===== config.mk =====
export PLATFORM = sky130hd
export DESIGN_NAME = alu_issue_ctrl
export DESIGN_NICKNAME = d
export VERILOG_FILES = /design/src/rtl/alu_issue_ctrl_pkg.sv /design/src/rtl/alu_issue_ctrl.sv
export SDC_FILE = /design/constraint.sdc
export NUM_CORES = 1
export LEC_CHECK = 0
export CORE_MARGIN = 2
export CORE_UTILIZATION = 35
export CTS_CLUSTER_SIZE = 30
export DETAILED_ROUTE_END_ITERATION = 12
export GPL_TIMING_DRIVEN = 0
export PLACE_DENSITY_LB_ADDON = 0.3
export SYNTH_ARGS = -nofsm -noshare
export SYNTH_HDL_FRONTEND = slang
export SYNTH_SLANG_ARGS = --single-unit

===== constraint.sdc =====
create_clock -name iClk -period 1.51 [get_ports iClk]
set_clock_uncertainty 0.15 [all_clocks]
set_input_delay 0.3775 -clock iClk [delete_from_list [all_inputs] [get_ports iClk]]
set_output_delay 0.3775 -clock iClk [all_outputs]
set_load 0.02 [all_outputs]

===== src/rtl/alu_issue_ctrl_pkg.sv =====
// Shared constants for the ALU issue controller: FSM state encoding and
// the operation codes understood by the external ALU.
package alu_issue_ctrl_pkg;

  localparam logic [1:0] S_IDLE = 2'd0;
  localparam logic [1:0] S_EXEC = 2'd1;
  localparam logic [1:0] S_DONE = 2'd2;

  localparam logic OP_ADD = 1'b0;
  localparam logic OP_AND = 1'b1;

endpackage


===== src/rtl/alu_issue_ctrl.sv =====
// Issue controller for an external combinational ALU: accepts one request,
// drives the ALU for one cycle, holds the captured result until consumed.
module alu_issue_ctrl
  import alu_issue_ctrl_pkg::*;
#(
  parameter int unsigned WIDTH = 4,
  parameter int unsigned CNT_W = 8
) (
  input  logic             iClk,
  input  logic             iRst_n,
  input  logic             iValid,
  output logic             oReady,
  input  logic [WIDTH-1:0] iOpA,
  input  logic [WIDTH-1:0] iOpB,
  input  logic             iOp,
  output logic [WIDTH-1:0] oAluA,
  output logic [WIDTH-1:0] oAluB,
  output logic             oAluSel,
  input  logic [WIDTH-1:0] iAluResult,
  output logic             oValid,
  input  logic             iReady,
  output logic [WIDTH-1:0] oResult,
  output logic             oOp,
  output logic [CNT_W-1:0] oCount
);

  logic [1:0] state;

  always_ff @(posedge iClk) begin
    if (!iRst_n) begin
      state   <= S_IDLE;
      oAluA   <= '0;
      oAluB   <= '0;
      oAluSel <= 1'b0;
      oResult <= '0;
      oOp     <= 1'b0;
      oCount  <= '0;
    end else begin
      case (state)
        S_IDLE: begin
          if (iValid) begin
            oAluA   <= iOpA;
            oAluB   <= iOpB;
            oAluSel <= iOp;
            state   <= S_EXEC;
          end
        end
        S_EXEC: begin
          // ALU drive registers are stable here, so its result is settled.
          oResult <= iAluResult;
          oOp     <= oAluSel;
          state   <= S_DONE;
        end
        S_DONE: begin
          if (iReady) begin
            oCount <= oCount + CNT_W'(1);
            state  <= S_IDLE;
          end
        end
        default: state <= S_IDLE;
      endcase
    end
  end

  always_comb begin
    oReady = (state == S_IDLE);
    oValid = (state == S_DONE);
  end

endmodule


==> results.py <==
metrics = {
    "synthesis": {
        "synth-seq-cells": 24,
        "synthesis.area_sq_um": 996,
        "ys_warn_count": 0,
        "yosysTopAreaCell": "dfxtp_1",
        "synthAdderAreaFrac": 0.0126,
        "ys_types": 28,
        "synthTopCellsByArea": "dfxtp_1 (48%), mux2i_1 (16%), nor2b_1 (10%)",
        "synth_top_family_by_area": "simple AND/OR/NAND/NOR gates",
        "synth_nets": 113,
        "seq_area_frac_synth": 0.482,
        "synth_xor_area_frac": 0.0176,
        "yosys.area.top_type_share": 0.482,
        "synth_area_per_cell_sq_um": 10.5,
        "syn_inst": 95,
        "yosys-mux-area-fraction": 0.161,
        "synth_compound_area_frac": 0.0653,
        "synth_simple_gate_area_frac": 0.230,
    },
    "cells_and_area": {
        "drive_above_1_share": 0.354,
        "n_antenna_cell": 0,
        "area_growth_pct": 52.1,
        "nets": 163,
        "nFillCells": 263,
    },
    "floorplanning": {
        "start_util": 0.364,
        "core_area_sq_um": 2730,
        "die_h_microns": 57.3,
        "die_area_sq_um": 3290,
        "die_w_microns": 57.3,
        "boundaryPins": 41,
        "rows": 19,
    },
    "drt": {
        "drt-initial-drc-count": 14,
        "wirelength_mm": 2.27,
        "viasPerCell": 4.89,
        "drc": 0,
        "final_antenna_net_count": 0,
        "wl_per_cell_microns": 13.0,
        "vias": 856,
        "drtPass1Iterations": 4,
    },
    "power": {
        "ir_drop_mv": 0.814,
        "leakage_nw": 0.639,
        "cellPowerDensity_nw_per_um2": 808,
    },
    "clocking": {
        "path_clk_slew_ps": 130,
        "worstSkewPairLatency_ps": 310,
        "cts_buffer_depth": 2,
        "h-tree-depth": 1,
        "cts_tree": "built",
        "cts_sinks": 24,
        "cts_root_buffer": "clkbuf_4",
        "cts_made_buffers": 3,
    },
    "setup_path": {
        "worstPathCellList": "nor2b_4 > buf_6",
        "r2r_cells": 3,
        "critical_path_required_ps": 980,
        "worst-path-max-fanout": 7,
        "worstSetupStartpoint": "state[1]",
        "reg2reg_slack_ps": 50,
        "cp-end-kind": "output pin",
        "path_class": "flip-flop to output pin",
        "r2r-end": "oCount[5]",
        "crit_slowest_cell": "dfxtp_4",
        "cpPeakStageDelay_ps": 410,
        "start_kind": "flip-flop",
        "critical_path.endpoint": "oValid",
        "worstPathArrival_ps": 1000,
        "timing.rr.start": "state[0]",
    },
    "status": {
        "status": "complete, but fails checks",
        "violations": "setup timing",
    },
    "timing": {
        "fmax_mhz": 655,
        "worst_pin_slew_ps": 341,
        "relSlewSlack": 0.770,
        "final_hold_viol_count": 0,
        "fin_crit_sh": 1.01,
        "setup_tns_ps": -16.6,
        "grt_setup_unrepaired": "yes",
        "finalSetupViolCount": 1,
        "finalCriticalPeriod_ps": 1530,
        "drv_slew": 0,
        "fin_ws_ps": -16.6,
        "whs_ps": 336,
    },
    "min_path": {
        "holdPathStages": 2,
        "min_path_type": "flip-flop to flip-flop",
    },
    "global_route": {
        "use_met2": 0.214,
        "grt_busiest_layer": "met2",
        "met1_usage": 0.162,
        "met3_usage": 0.0385,
        "gr-usage-all-layers": 0.132,
        "first_global_vias": 833,
        "grt_pass1_wl_mm": 3.47,
        "grt_max_degree": 14,
        "overflow": 0,
        "grt_antenna_before_repair": 0,
    },
    "placed_design": {
        "port_buffers": 40,
        "hpwl_mm": 1.61,
        "gp_congestion": 0.781,
    },
    "flow_run": {
        "max-cap-violations": 0,
    },
}
## cell usage in the layout (no fill, tap or decap), types with 2 or more instances in the layout
cell	n
clkdlybuf4s15_2	11
xnor2_1	2
nand2b_1	3
dfxtp_1	13
clkbuf_4	3
buf_2	12
nor2b_1	15
o21ai_0	2
a21boi_1	3
or3_1	2
nand2_1	3
mux2i_1	16
dfxtp_2	5
dfxtp_4	6
and2_1	3
inv_1	2
buf_4	7
clkdlybuf4s50_1	15
## layout make-up
class,instances,area (sq um),area share
plain buffers,4,21.3,0.0140
well taps,31,38.8,0.0256
repair buffers,45,394,0.260
clock buffers,4,36.3,0.0239
inverters,3,11.3,0.00743
flip-flops and latches,24,509,0.336
multi-input cells,64,504,0.333
## sequential cells by signal, indices dropped and copies added (netlist names)
name     flops
oOp          1
oCount       8
oAluB        4
oResult      4
state        2
oAluSel      1
oAluA        4
## metrics by stage
step | instance area (sq um) | instances | setup WS [ps] | power, mW | util
finish | 1520 | 175 | -16.6 | 1.22 | 0.554
global route | 1520 | 175 | -74.6 | 1.29 | 0.554
CTS | 1510 | 170 | -56.0 | 1.25 | 0.551
detailed placement | 1440 | 166 | -356 | 0.919 | 0.525
global placement | 1440 | 166 | -326 | 0.913 | 0.525
floorplan | 997 | 95 | 1.82 | 0.804 | -
## synthesized netlist by cell type (all sizes together)
| cell | count |
|---|---|
| mux2i | 16 |
| or3 | 2 |
| nor2b | 16 |
| a21boi | 4 |
| nor3b | 1 |
| or4 | 1 |
| clkbuf | 2 |
| nor4 | 1 |
| nand4b | 2 |
| nand4 | 1 |
| buf | 2 |
| o31ai | 1 |
| xnor2 | 2 |
| o311ai | 1 |
| dfxtp | 24 |
| o41ai | 1 |
| nand2 | 3 |
| nor2 | 1 |
| ha | 1 |
| nand2b | 3 |
| nand3b | 1 |
| inv | 3 |
| nand3 | 1 |
| and2 | 3 |
| o21ai | 2 |
## repair_timing
| item | 4_1_cts | 5_1_grt |
|---|---|---|
| hold buffers | 0 | 0 |
| endpoints found under the setup margin | 27 | 24 |
| resized for setup | 90 | 23 |
| buffers inserted | 0 | 5 |
| pin swaps | 0 | 3 |
## cells by family after synthesis
family,Yosys count
AND/OR/NAND/NOR,36
AO/OA/AOI/OAI,9
XOR/XNOR,2
buffers and inverters,7
multiplexers,16
adder cells (fa/ha/maj),1
flip-flops,24
## worst min-delay path by stage
stage,end,startpoint
5_1_grt,oCount[7],oCount[7]
6_report,oCount[7],oCount[7]
3_3_place_gp,oCount[7],oCount[7]
2_1_floorplan,oCount[3],iRst_n
3_5_place_dp,oCount[7],oCount[7]
4_1_cts,oCount[7],oCount[7]
## critical path: cells and delay by family (launching register included)
| kind | cells | cell delay, ps |
|---|---|---|
| buffers and inverters | 1 | 120 |
| flip-flops | 1 | 410 |
| AND/OR/NAND/NOR | 1 | 160 |
## power by group
| part | internal (mW) | total, mW | switching [mW] |
|---|---|---|---|
| logic | 0.116 | 0.213 | 0.0972 |
| clock network | 0.147 | 0.339 | 0.192 |
| registers | 0.653 | 0.673 | 0.0198 |
## per-layer routing
metal | vias to the layer above | part of all wire
li1 | 426 | -
met1 | 400 | 0.44
met2 | 28 | 0.48
met3 | 2 | 0.074
met4 | 0 | 0.0048
met5 | - | 0
(Power assumes the default switching activity.)
